==> src/rtl/uart_rx_pkg.sv <==
// Shared definitions for the memory-mapped UART receiver.
// Holds the register word offsets (address bits [3:2]), the STATUS bit
// positions and the receive state machine encoding.
package uart_rx_pkg;

  // Word offsets, compared against device address bits [3:2].
  localparam logic [1:0] RegRxData = 2'd0;
  localparam logic [1:0] RegStatus = 2'd1;
  localparam logic [1:0] RegCtrl   = 2'd2;

  // STATUS bit positions. The FIFO level field starts at StatLevelLsb.
  localparam int unsigned StatNotEmpty = 0;
  localparam int unsigned StatFull     = 1;
  localparam int unsigned StatOverflow = 2;
  localparam int unsigned StatFrameErr = 3;
  localparam int unsigned StatLevelLsb = 8;

  // CTRL bit positions.
  localparam int unsigned CtrlIrqEn = 0;

  typedef enum logic [1:0] {
    RxIdle,
    RxStart,
    RxData,
    RxStop
  } rx_state_e;

endpackage

==> src/rtl/uart_rx_if.sv <==
// System bus device port.
//   req    : request, granted in the same cycle
//   addr   : byte address (device decodes [3:2] only)
//   we     : 1 = write
//   be     : byte enables (device treats every access as a full word)
//   wdata  : write data
//   rvalid : response valid, one cycle after each request
//   rdata  : registered read data
interface uart_rx_if;
  logic        req;
  logic [31:0] addr;
  logic        we;
  logic [3:0]  be;
  logic [31:0] wdata;
  logic        rvalid;
  logic [31:0] rdata;

  modport master (output req, addr, we, be, wdata, input rvalid, rdata);
  modport slave  (input req, addr, we, be, wdata, output rvalid, rdata);
endinterface

==> src/rtl/uart_rx_fifo.sv <==
// Synchronous FIFO for received bytes.
//   clk_i, rst_i : clock, synchronous active-high reset
//   wr_en/wr_data: push; accepted when not full, or when full and a pop
//                  happens the same cycle
//   rd_en        : pop; ignored while empty
//   rd_data      : head entry (valid while not empty)
//   level/full/empty : occupancy
// Pointers carry one extra wrap bit so full and empty are distinguishable.
module uart_rx_fifo #(
  parameter int unsigned Width = 8,
  parameter int unsigned Depth = 8,
  localparam int unsigned IdxW = $clog2(Depth)
) (
  input  logic             clk_i,
  input  logic             rst_i,
  input  logic             wr_en,
  input  logic [Width-1:0] wr_data,
  input  logic             rd_en,
  output logic [Width-1:0] rd_data,
  output logic [IdxW:0]    level,
  output logic             full,
  output logic             empty
);

  logic [Width-1:0] mem_q [Depth];
  logic [IdxW:0]    wr_ptr_q, rd_ptr_q;
  logic             do_rd, do_wr;

  assign empty = (wr_ptr_q == rd_ptr_q);
  assign full  = (wr_ptr_q[IdxW] != rd_ptr_q[IdxW]) &&
                 (wr_ptr_q[IdxW-1:0] == rd_ptr_q[IdxW-1:0]);
  assign level = wr_ptr_q - rd_ptr_q;

  assign rd_data = mem_q[rd_ptr_q[IdxW-1:0]];

  // A pop frees the head slot this cycle, so a push into a full FIFO fits.
  assign do_rd = rd_en & ~empty;
  assign do_wr = wr_en & (~full | do_rd);

  always_ff @(posedge clk_i) begin
    if (rst_i) begin
      wr_ptr_q <= '0;
      rd_ptr_q <= '0;
    end else begin
      if (do_wr) wr_ptr_q <= wr_ptr_q + 1'b1;
      if (do_rd) rd_ptr_q <= rd_ptr_q + 1'b1;
    end
  end

  // Storage needs no reset; only the pointers define what is valid.
  always_ff @(posedge clk_i) begin
    if (do_wr) mem_q[wr_ptr_q[IdxW-1:0]] <= wr_data;
  end

endmodule

==> src/rtl/uart_rx_device.sv <==
// Memory-mapped UART receiver (8N1).
//   clk_i     : system clock
//   rst_i     : synchronous active-high reset
//   bus       : system bus device port (slave side)
//   uart_rx_i : asynchronous serial input, idles high
//   irq_o     : level interrupt, irq_en & FIFO not empty (registered)
// Registers (word offsets): 0x0 RXDATA (read pops), 0x4 STATUS (W1C on
// overflow/frame_err), 0x8 CTRL (irq_en), 0xC reads 0.
module uart_rx_device
  import uart_rx_pkg::*;
#(
  parameter int unsigned ClockFrequency = 50_000_000,
  parameter int unsigned BaudRate       = 115_200,
  parameter int unsigned RxFifoDepth    = 8
) (
  input  logic     clk_i,
  input  logic     rst_i,
  uart_rx_if.slave bus,
  input  logic     uart_rx_i,
  output logic     irq_o
);

  localparam int unsigned ClksPerBit = ClockFrequency / BaudRate;
  localparam int unsigned HalfBit    = ClksPerBit / 2;
  localparam int unsigned CntW       = $clog2(ClksPerBit);
  localparam int unsigned LvlW       = $clog2(RxFifoDepth) + 1;

  localparam logic [CntW-1:0] HalfLoad = CntW'(HalfBit - 1);
  localparam logic [CntW-1:0] FullLoad = CntW'(ClksPerBit - 1);

  // ---------------------------------------------------------------- sync
  // Resets to idle-high so a reset in the middle of a frame cannot be
  // mistaken for a start edge.
  logic rx_meta, rx_s;

  always_ff @(posedge clk_i) begin
    if (rst_i) {rx_s, rx_meta} <= 2'b11;
    else       {rx_s, rx_meta} <= {rx_meta, uart_rx_i};
  end

  // ----------------------------------------------------------------- fsm
  rx_state_e       state_q;
  logic [CntW-1:0] cnt_q;
  logic [2:0]      bit_cnt_q;
  logic [7:0]      shift_q;
  logic            cnt_done;

  assign cnt_done = (cnt_q == '0);

  // Counter reloads on every state change; each load is one less than the
  // interval because expiry is detected at zero.
  always_ff @(posedge clk_i) begin
    if (rst_i) begin
      state_q   <= RxIdle;
      cnt_q     <= '0;
      bit_cnt_q <= '0;
      shift_q   <= '0;
    end else begin
      case (state_q)
        RxIdle: begin
          if (!rx_s) begin
            state_q <= RxStart;
            cnt_q   <= HalfLoad;
          end
        end
        RxStart: begin
          if (cnt_done) begin
            if (!rx_s) begin
              state_q   <= RxData;
              cnt_q     <= FullLoad;
              bit_cnt_q <= '0;
            end else begin
              state_q <= RxIdle;  // line went high again: glitch
            end
          end else begin
            cnt_q <= cnt_q - 1'b1;
          end
        end
        RxData: begin
          if (cnt_done) begin
            shift_q   <= {rx_s, shift_q[7:1]};  // LSB first
            bit_cnt_q <= bit_cnt_q + 3'd1;
            cnt_q     <= FullLoad;
            if (bit_cnt_q == 3'd7) state_q <= RxStop;
          end else begin
            cnt_q <= cnt_q - 1'b1;
          end
        end
        RxStop: begin
          if (cnt_done) begin
            state_q <= RxIdle;
            cnt_q   <= '0;
          end else begin
            cnt_q <= cnt_q - 1'b1;
          end
        end
        default: state_q <= RxIdle;
      endcase
    end
  end

  // Stop-bit outcome, decoded straight from state so the byte lands in the
  // FIFO on the sampling edge itself.
  logic stop_sample, push, frame_err_set;

  assign stop_sample   = (state_q == RxStop) && cnt_done;
  assign push          = stop_sample &  rx_s;
  assign frame_err_set = stop_sample & ~rx_s;

  // ---------------------------------------------------------------- fifo
  logic [7:0]      fifo_head;
  logic [LvlW-1:0] fifo_level;
  logic            fifo_full, fifo_empty;
  logic            pop;

  uart_rx_fifo #(
    .Width (8),
    .Depth (RxFifoDepth)
  ) u_fifo (
    .clk_i   (clk_i),
    .rst_i   (rst_i),
    .wr_en   (push),
    .wr_data (shift_q),
    .rd_en   (pop),
    .rd_data (fifo_head),
    .level   (fifo_level),
    .full    (fifo_full),
    .empty   (fifo_empty)
  );

  // ------------------------------------------------------------- regfile
  logic [1:0] reg_sel;
  logic       rd_req, wr_req;
  logic       overflow_set, overflow_clr, frame_err_clr;
  logic       overflow_q, frame_err_q, irq_en_q;
  logic       rvalid_q, irq_q;
  logic [31:0] rdata_q, status_word;

  assign reg_sel = bus.addr[3:2];
  assign rd_req  = bus.req & ~bus.we;
  assign wr_req  = bus.req &  bus.we;

  assign pop = rd_req && (reg_sel == RegRxData) && !fifo_empty;

  // A pop in the same cycle makes room, so only a blocked push overflows.
  assign overflow_set  = push && fifo_full && !pop;
  assign overflow_clr  = wr_req && (reg_sel == RegStatus) && bus.wdata[StatOverflow];
  assign frame_err_clr = wr_req && (reg_sel == RegStatus) && bus.wdata[StatFrameErr];

  always_comb begin
    status_word                          = '0;
    status_word[StatNotEmpty]            = ~fifo_empty;
    status_word[StatFull]                = fifo_full;
    status_word[StatOverflow]            = overflow_q;
    status_word[StatFrameErr]            = frame_err_q;
    status_word[StatLevelLsb +: LvlW]    = fifo_level;
  end

  always_ff @(posedge clk_i) begin
    if (rst_i) begin
      rvalid_q    <= 1'b0;
      rdata_q     <= '0;
      overflow_q  <= 1'b0;
      frame_err_q <= 1'b0;
      irq_en_q    <= 1'b0;
      irq_q       <= 1'b0;
    end else begin
      rvalid_q <= bus.req;
      rdata_q  <= '0;
      if (rd_req) begin
        case (reg_sel)
          RegRxData: rdata_q <= fifo_empty ? 32'h0 : {24'h0, fifo_head};
          RegStatus: rdata_q <= status_word;
          RegCtrl:   rdata_q <= {31'h0, irq_en_q};
          default:   rdata_q <= '0;
        endcase
      end
      if (wr_req && (reg_sel == RegCtrl)) irq_en_q <= bus.wdata[CtrlIrqEn];
      // Set terms are OR'ed last so a new event beats a same-cycle clear.
      overflow_q  <= (overflow_q  & ~overflow_clr)  | overflow_set;
      frame_err_q <= (frame_err_q & ~frame_err_clr) | frame_err_set;
      irq_q       <= irq_en_q & ~fifo_empty;
    end
  end

  assign bus.rvalid = rvalid_q;
  assign bus.rdata  = rdata_q;
  assign irq_o      = irq_q;

  // Address/data bits outside the decoded fields and the byte enables are
  // intentionally ignored.
  logic unused_bus;
  assign unused_bus = ^{bus.addr[31:4], bus.addr[1:0], bus.be,
                        bus.wdata[31:4], bus.wdata[1]};

endmodule

==> src/flat_wrapper.sv <==
// flat-port wrapper written by rule: the top's interface ports become plain ports
module uart_rx_device_flat import uart_rx_pkg::*;
#(
  parameter int unsigned ClockFrequency = 50_000_000,
  parameter int unsigned BaudRate       = 115_200,
  parameter int unsigned RxFifoDepth    = 8
)
  (clk_i, rst_i, uart_rx_i, irq_o, bus_req, bus_addr, bus_we, bus_be, bus_wdata, bus_rvalid, bus_rdata);
  uart_rx_if bus_i ();
  input  logic clk_i;
  input  logic rst_i;
  input  logic uart_rx_i;
  output logic irq_o;
  input wire logic [$bits(bus_i.req)-1:0] bus_req;
  input wire logic [$bits(bus_i.addr)-1:0] bus_addr;
  input wire logic [$bits(bus_i.we)-1:0] bus_we;
  input wire logic [$bits(bus_i.be)-1:0] bus_be;
  input wire logic [$bits(bus_i.wdata)-1:0] bus_wdata;
  output wire logic [$bits(bus_i.rvalid)-1:0] bus_rvalid;
  output wire logic [$bits(bus_i.rdata)-1:0] bus_rdata;
  assign bus_i.req = bus_req;
  assign bus_i.addr = bus_addr;
  assign bus_i.we = bus_we;
  assign bus_i.be = bus_be;
  assign bus_i.wdata = bus_wdata;
  assign bus_rvalid = bus_i.rvalid;
  assign bus_rdata = bus_i.rdata;
  uart_rx_device #(.ClockFrequency(ClockFrequency), .BaudRate(BaudRate), .RxFifoDepth(RxFifoDepth)) u_core (.clk_i(clk_i), .rst_i(rst_i), .bus(bus_i), .uart_rx_i(uart_rx_i), .irq_o(irq_o));
endmodule
==> config.mk <==
export PLATFORM = sky130hd
export DESIGN_NAME = uart_rx_device_flat
export DESIGN_NICKNAME = d
export VERILOG_FILES = /design/src/rtl/uart_rx_pkg.sv /design/src/rtl/uart_rx_if.sv /design/src/rtl/uart_rx_fifo.sv /design/src/rtl/uart_rx_device.sv /design/src/flat_wrapper.sv
export SDC_FILE = /design/constraint.sdc
export NUM_CORES = 1
export LEC_CHECK = 0
export CORE_MARGIN = 5
export CORE_UTILIZATION = 45
export DETAILED_ROUTE_END_ITERATION = 10
export PLACE_DENSITY = 0.85
export RECOVER_POWER = 100
export SETUP_SLACK_MARGIN = 0.2
export SLEW_MARGIN = 20
export SYNTH_ARGS = -nofsm -noshare
export SYNTH_HDL_FRONTEND = slang
export SYNTH_SLANG_ARGS = --single-unit
export TNS_END_PERCENT = 1
==> constraint.sdc <==
create_clock -name clk_i -period 3 [get_ports clk_i]
set_input_delay 0.9 -clock clk_i [delete_from_list [all_inputs] [get_ports clk_i]]
set_output_delay 0.9 -clock clk_i [all_outputs]
set_load 0.02 [all_outputs]
==> results.toml, run 1 <==
[yosys]
synth-main-ff-cell = "edfxtp_1"
syn_inst = 398
yosys_warnings = 0
post_synth_num_cell_types = 54
synth_area_mm2 = 0.00498
synth.top_cell.area_share_pct = 38.6
synth_seq_cells = 116
ys_async_sr_fraction_pct = 0
synth.top_cells.by_count = "edfxtp_1, dfxtp_1, a21oi_1"
yosysMostFrequentCell = "edfxtp_1"
synth_seq_area_share_pct = 59.5
synth_top_area_cell = "edfxtp_1"
ys_top_cells_by_area = "edfxtp_1, dfxtp_1, mux4_2, a21oi_1, ha_1"
synth_area_per_cell_um2 = 12.5
synth_edf_count = 64

[drt]
dr.pass1.iters = 5
ant_nets = 0
avgViaCountPerCell = 5.57
dr_wl_met2_um = 5750
drt_iter0_drc = 269
top_layer = "met4"
drc_errors = 0
wire_per_inst_um = 17.7
postRouteWirelength_um = 10600
met1Wirelength_um = 4160
route.met3.wl_um = 496
num_vias = 3350

[worst_setup_path]
reg2reg_to = "u_core.u_fifo.mem_q[2][4]"
reg2reg_from = "u_core.cnt_q[8]"
cpPeakStageDelay_ns = 0.55
cp_max_fo = 9
cp.required_ns = 3.18
slowest_stage = "dlygate4sd3_1"
startpoint = "bus_addr[3]"
cp.arrival_ns = 3.02
r2r_setup_slack_ns = 0.28
cp-end-kind = "register"
cp-start-kind = "primary input"
crit_type = "in2reg"
cp-endpoint = "u_core.u_fifo.mem_q[1][6]"
path_cells = "dlygate4sd3_1 -> nor4b_1 -> nor3_1 -> buf_4 -> nand2b_1 -> nor4_2 -> clkbuf_2"
reg2regPathDepth = 6

[sta]
worst_slew_pin_slew_ns = 1.42
finalHoldViolCount = 0
hold_slack_ns = 0.409
finalCritPeriodShare_pct = 94.5
max_freq_ghz = 0.353
fin_crit_ns = 2.84
finalSetupViolCount = 0
report.final.slew_viol_count = 0
fin_skew_ns = 0.00766
rsz0062_at_grt = "no"
max_slew_margin_pct = 5.47

[global_routing]
grt-ovfl-total = 0
grt_pass1_wl_um = 16900
grt_pass1_vias = 3292
grtUsageTotal_pct = 16.8
antenna_found_initial = 0
grt_max_degree = 34

[min_path]
hold_start = "u_core.rx_meta"
hp-class = "reg2reg"

[clocking]
cts_tree = "built"
clockRootBuffer = "clkbuf_8"
numCtsBuffers = 17
cts_hold_buf = 0
post_cts_buffers = 0
clock-sinks = 116
cts_max_path_buffers = 2
clock_latency_ns = 0.51
clkTransAtPathRegs_ns = 0.05
cts_htree_levels = 4

[die]
io_pins = 107
num_rows = 38
dieArea_mm2 = 0.0133
core-area_mm2 = 0.0108
die_width_um = 115
die_h_um = 115
start_util_pct = 45.9

[cells_and_area]
antenna_cells = 0
area_growth_pct = 24.1
drive_gt1_share_pct = 18.4
final_area_mm2 = 0.00618
nNetsFinal = 535
instances_no_fill = 601

[pwr]
fin_total_pwr_mw = 4.38
p_leak_nw = 2.23
pwr_density_cell_mw_per_mm2 = 709
ir_worst_vdd_uv = 419

[placed_design]
port_buffers = 23
gp_congestion = 0.925
placed_area_mm2 = 0.00551
dp_cells = 569
hpwl_um = 7210

[outcome]
outcome = "complete, no violations"

[flow_run]
maxCapViolCount = 0
==> cell type report <==
type	count	area (um2)
fillers	843	4660
clock buffers	23	467
multi-input cells	244	1880
flip-flops and latches	116	2960
inverters	20	75.1
repair buffers	49	418
well taps	140	175
clock inverters	9	199
==> per-stage QoR <==
stage,utilization (%),setup TNS (ns),setup WS [ns]
final,57.0,0,0.164
after global routing,57.0,0,0.110
after CTS,57.0,0,0.209
after detailed placement,50.8,-0.00132,-0.000483
after global placement,50.8,0,0.0397
after floorplan,-,0,0.233
==> power breakdown <==
group | switching [mW] | leakage, nW | internal, mW
Sequential | 0.0391 | 1.01 | 1.69
Combinational | 0.259 | 0.887 | 0.154
Clock | 0.663 | 0.326 | 1.58
Total | 0.961 | 2.23 | 3.42
==> critical path: cells and delay by family <==
kind,cells,cell delay [ns]
buffers and inverters,3,1.07
AND/OR/NAND/NOR,4,1.04
==> timing repair <==
item	in CTS	in global routing
setup endpoints to repair	0	32
endpoints found under the hold margin	0	0
gates resized for setup	0	6
==> logic make-up (layout without fill, tap and decap cells) <==
| family | Yosys count | after routing | share of synthesized area (%) |
|---|---|---|---|
| AO/OA/AOI/OAI | 79 | 79 | 9.75 |
| multiplexers | 27 | 27 | 9.47 |
| other | 1 | 20 | 0.0753 |
| AND/OR/NAND/NOR | 98 | 98 | 10.6 |
| flip-flops | 116 | 116 | 59.5 |
| adder cells (fa/ha/maj) | 14 | 14 | 3.67 |
| buffers and inverters | 57 | 101 | 5.88 |
| XOR/XNOR | 6 | 6 | 1.06 |
==> state kept, by name (all words and copies together) (netlist names), named ones only <==
signal	count
u_core.shift_q	8
u_core.bus.rvalid	1
u_core.u_fifo.rd_ptr_q	4
u_core.overflow_q	1
u_core.rx_meta	1
u_core.u_fifo.mem_q	64
u_core.bus.rdata	12
u_core.irq_en_q	1
u_core.u_fifo.wr_ptr_q	4
u_core.bit_cnt_q	3
u_core.rx_s	1
u_core.irq_o	1
u_core.frame_err_q	1
u_core.state_q	1
u_core.cnt_q	9
==> worst min path at each step <==
stage | to | slack (ns) | cells past startpoint
2_1_floorplan | u_core.rx_s | 0.39 | 1
3_3_place_gp | u_core.rx_s | 0.39 | 1
3_5_place_dp | u_core.rx_s | 0.40 | 1
4_1_cts | u_core.rx_s | 0.41 | 1
5_1_grt | u_core.rx_s | 0.44 | 1
6_report | u_core.rx_s | 0.41 | 1
==> layer usage <==
metal	vias up	GRT usage (%)
met2	114	29.4
met1	1647	19.2
met4	0	7.36
met3	21	4.53
met5	-	0
li1	1568	-
==> placed cells by master, fill, tap and decap left out, types with 4 or more instances in the layout <==
| cell type | Yosys | routed |
|---|---|---|
| mux4_2 | 16 | 16 |
| o21ai_0 | 15 | 15 |
| mux2i_1 | 10 | 10 |
| clkbuf_1 | 13 | 5 |
| or4_1 | 4 | 4 |
| clkbuf_8 | 0 | 4 |
| clkdlybuf4s50_1 | 0 | 7 |
| dfxtp_1 | 52 | 52 |
| nor2_1 | 27 | 27 |
| buf_4 | 20 | 19 |
| inv_1 | 20 | 20 |
| xor2_1 | 4 | 4 |
| clkbuf_16 | 0 | 16 |
| bufinv_16 | 0 | 6 |
| a21oi_1 | 34 | 34 |
| ha_1 | 13 | 12 |
| nand2_1 | 14 | 14 |
| nor3_1 | 10 | 6 |
| conb_1 | 1 | 20 |
| dlygate4sd3_1 | 0 | 16 |
| nor3_4 | 0 | 4 |
| o211ai_1 | 4 | 4 |
| nand3_1 | 12 | 12 |
| edfxtp_1 | 64 | 64 |
Note: power is estimated with default switching activity, not from simulation.
==> inputs of run 2 (changes only) <==
RECOVER_POWER = unset   (was 100)
==> results.toml, run 2 (same netlist as run 1, synthesis figures left out) <==
[pwr]
p_sw_mw = 0.957
pwr_density_cell_mw_per_mm2 = 706
p_int_mw = 3.42
clkPwrFrac_pct = 51.1
pwr-share-comb_pct = 9.5
pwr-share-seq_pct = 39.4
switching_share_pct = 21.8
ir_worst_vdd_uv = 415
p_leak_nw = 2.19

[global_routing]
grt_max_degree = 34
antenna_found_initial = 0
grt_pass1_wl_um = 16900
grtUsageTotal_pct = 16.8
grt_pass1_vias = 3292
grt-ovfl-total = 0

[worst_setup_path]
crit_type = "reg2reg"
cp_max_fo = 7
cp.depth = 8
cp-start-kind = "register"
r2r_setup_slack_ns = 0.30
crit_buf_inv = 3
reg2regPathDepth = 8
crit_family = "simple AND/OR/NAND/NOR gates"
cp.arrival_ns = 2.92
slowest_stage = "or4b_4"
cpPeakStageDelay_ns = 0.46
cp.required_ns = 3.22
path_cells = "inv_1 -> ha_4 -> or4b_4 -> or3_4 -> or3_1 -> buf_4 -> nor3_4 -> buf_6"
cp-end-kind = "register"

[clocking]
clkTransAtPathRegs_ns = 0.06
clock_latency_ns = 0.51
clock-sinks = 116
clockRootBuffer = "clkbuf_8"
cts_hold_buf = 0
cts_max_path_buffers = 2
cts_tree = "built"
numCtsBuffers = 17
cts_htree_levels = 4
post_cts_buffers = 0

[sta]
report.final.slew_viol_count = 0
worst_slew_pin_slew_ns = 0.712
fin_skew_ns = 0.00908
fin_crit_ns = 2.70
max_slew_margin_pct = 51.9
max_freq_ghz = 0.370
finalCritPeriodShare_pct = 90.1
finalSetupViolCount = 0
tns_ns = 0
rsz0062_at_grt = "no"
finalHoldViolCount = 0
hold_slack_ns = 0.409

[outcome]
outcome = "complete, no violations"

[die]
io_pins = 107
core-area_mm2 = 0.0108
dieArea_mm2 = 0.0133
die_h_um = 115
start_util_pct = 45.9
num_rows = 38
die_width_um = 115

[drt]
ant_nets = 0
drt_iter0_drc = 283
num_vias = 3341
avgViaCountPerCell = 5.56
drc_errors = 0
dr.pass1.iters = 5
wire_per_inst_um = 17.7
postRouteWirelength_um = 10600

[cells_and_area]
nNetsFinal = 535
area_growth_pct = 24.6
multi_input_area_mm2 = 0.00189
drive_gt1_share_pct = 19.3
largest_reg_flops = 64
fill_cells = 832
seqCellArea_mm2 = 0.00296
final_cell_mix = "edfxtp_1, dfxtp_1, a21oi_1"
final_common_cell = "edfxtp_1"
final_area_mm2 = 0.00620
antenna_cells = 0

[flow_run]
maxCapViolCount = 0

[min_path]
hp-class = "reg2reg"
min_path_cells = 1

[placed_design]
placed_area_mm2 = 0.00551
hpwl_um = 7210
port_buffers = 23
gp_congestion = 0.925
## run 2: worst paths after layout
check             startpoint                         to
max          u_core.cnt_q[0]  u_core.u_fifo.mem_q[2][4]
min           u_core.rx_meta                u_core.rx_s
max reg2reg  u_core.cnt_q[0]  u_core.u_fifo.mem_q[2][4]
min reg2reg   u_core.rx_meta                u_core.rx_s
## run 2: through the flow
stage | worst slack [ns] | utilization, % | cells | total power, mW
2_1_floorplan | 0.233 | - | 417 | 2.04
3_3_place_gp | 0.0397 | 50.8 | 569 | 2.13
3_5_place_dp | -0.000483 | 50.8 | 569 | 2.15
4_1_cts | 0.209 | 57.0 | 601 | 4.39
5_1_grt | 0.211 | 57.2 | 601 | 4.54
6_report | 0.298 | 57.2 | 601 | 4.38
## run 2: routing by layer
metal	track usage, %	up-vias	part of all wire (%)
li1	-	1562	-
met1	19.2	1655	39
met2	29.4	108	55
met3	4.53	16	4.3
met4	7.36	0	1.7
met5	0	-	0
## run 2: worst register-to-register path: cells and delay by family, from the launching register on
kind,cells,cell delay [ns]
adders and majority gates,1,0.17
buffers and inverters,3,0.48
DFF,1,0.35
and+or+nand+nor,4,1.42
## run 2: power by group through the flow
stage	logic (mW)	clock network (mW)	registers, mW
floorplan	0.297	0	1.74
global placement	0.378	0	1.75
detailed placement	0.393	0	1.75
CTS	0.394	2.27	1.72
global route	0.449	2.36	1.73
finish	0.414	2.24	1.72
## run 2: cell type report
cell class	count	share of cell area [%]
flip-flops and latches	116	47.8
multi-input cells	244	30.5
clock buffers	23	7.52
repair buffers	49	6.98
clock inverters	9	3.21
well taps	140	2.82
inverters	20	1.21
## run 2: repair_timing
item,in CTS,in global routing
endpoints found under the hold margin,0,0
resized for setup,0,6
endpoints found under the setup margin,0,32
==> inputs of run 3 (changes only) <==
==> constraint.sdc (replaced) <==
create_clock -name clk_i -period 3 [get_ports clk_i]
set_input_delay 0.6 -clock clk_i [delete_from_list [all_inputs] [get_ports clk_i]]
set_output_delay 0.6 -clock clk_i [all_outputs]
set_load 0.02 [all_outputs]
==> results.toml, run 3 (same netlist as run 1, synthesis figures left out) <==
[outcome]
outcome = "complete, no violations"

[sta]
worst_slew_pin_slew_ns = 0.724
rsz0062_at_grt = "yes"
max_slew_margin_pct = 51.1
finalHoldViolCount = 0
setup_ws_ns = 0.296
finalCritPeriodShare_pct = 90.1
fin_skew_ns = 0.0113
max_freq_ghz = 0.370
finalSetupViolCount = 0
fin_crit_ns = 2.70
report.final.slew_viol_count = 0

[clocking]
ctsResizeCount = 1
clkTransAtPathRegs_ns = 0.06
cts_htree_levels = 4
clock-sinks = 116
post_cts_buffers = 0
numCtsBuffers = 17
cts_hold_buf = 0
clock_latency_ns = 0.52
clockRootBuffer = "clkbuf_8"
cts_max_path_buffers = 2
cts_tree = "built"

[placed_design]
port_buffers = 23
placed_area_mm2 = 0.00538
dp_slack_ns = 0.0649
gp_congestion = 0.921
hpwl_um = 7040

[die]
die_width_um = 115
dieArea_mm2 = 0.0133
die_h_um = 115
io_pins = 107
start_util_pct = 45.9
num_rows = 38
core-area_mm2 = 0.0108

[drt]
num_vias = 3403
postRouteWirelength_um = 11500
dr.pass1.iters = 5
drc_errors = 0
ant_nets = 0
wire_per_inst_um = 19.4
drt_iter0_drc = 304
avgViaCountPerCell = 5.74

[cells_and_area]
final_cell_mix = "edfxtp_1, dfxtp_1, a21oi_1"
antenna_cells = 0
seqCellArea_mm2 = 0.00296
multi_input_area_mm2 = 0.00182
final_area_mm2 = 0.00600
nNetsFinal = 527
drive_gt1_share_pct = 16.6
largest_reg_flops = 64
final_common_cell = "edfxtp_1"
area_growth_pct = 20.5
fill_cells = 831

[worst_setup_path]
cp.arrival_ns = 2.92
crit_type = "reg2reg"
path_cells = "inv_1 -> ha_1 -> or4b_1 -> or3_4 -> or3_4 -> nor3_1 -> buf_4"
cp_max_fo = 8
cp.required_ns = 3.21
slowest_stage = "or4b_1"
cp-start-kind = "register"
cp-end-kind = "register"
cpPeakStageDelay_ns = 0.48
cpMostUsedCell = "or3_4"

[global_routing]
grt_pass1_wl_um = 18500
grt_max_degree = 22
grt-ovfl-total = 0
antenna_found_initial = 0
grt_pass1_vias = 3468
grtUsageTotal_pct = 18.5

[pwr]
pwr_density_cell_mw_per_mm2 = 687
fin_total_pwr_mw = 4.12
p_leak_nw = 2.10
ir_worst_vdd_uv = 381

[min_path]
hp-class = "reg2reg"

[flow_run]
maxCapViolCount = 0
## run 3: final cells by class
cell class / count / area share, %
sequential: 116 / 49.4
multi-input combinational: 244 / 30.3
clock buffer: 21 / 8.22
timing repair buffer: 41 / 6.09
tap: 140 / 2.92
clock inverter: 11 / 1.88
inverter: 20 / 1.25
## run 3: final timing paths
check	start	end	slack (ns)	depth (start not counted)
worst max-delay path	u_core.cnt_q[0]	u_core.u_fifo.mem_q[6][2]	0.30	7
worst min-delay path	u_core.rx_meta	u_core.rx_s	0.41	1
worst max register to register	u_core.cnt_q[0]	u_core.u_fifo.mem_q[6][2]	0.30	7
worst min register to register	u_core.rx_meta	u_core.rx_s	0.41	1
## run 3: per-stage QoR
step | hold WS, ns | TNS, ns | util [%] | instances
final | 0.411 | 0 | 55.3 | 593
after global routing | 0.450 | 0 | 55.3 | 593
after CTS | 0.413 | 0 | 55.3 | 593
after detailed placement | 0.399 | 0 | 49.6 | 561
after global placement | 0.396 | 0 | 49.6 | 561
after floorplan | 0.389 | -0.466 | - | 417
## run 3: routing by layer
layer	GRT usage (%)	part of all wire, %	routed length, um
met1	19.9	36	4120
met2	32.7	54	6170
met3	5.58	7.2	826
met4	9.62	3.2	367
met5	0	0	0
## run 3: power by group
part | internal [mW] | switching (mW)
sequential | 1.68 | 0.0384
clock | 1.26 | 0.738
combinational | 0.148 | 0.253
## run 3: worst max-delay path: cells and delay by family (launching register included)
| family | cells | cell delay [ns] |
|---|---|---|
| simple gates | 4 | 1.51 |
| flops | 1 | 0.34 |
| buf+inv | 2 | 0.33 |
| fa+ha+maj | 1 | 0.22 |
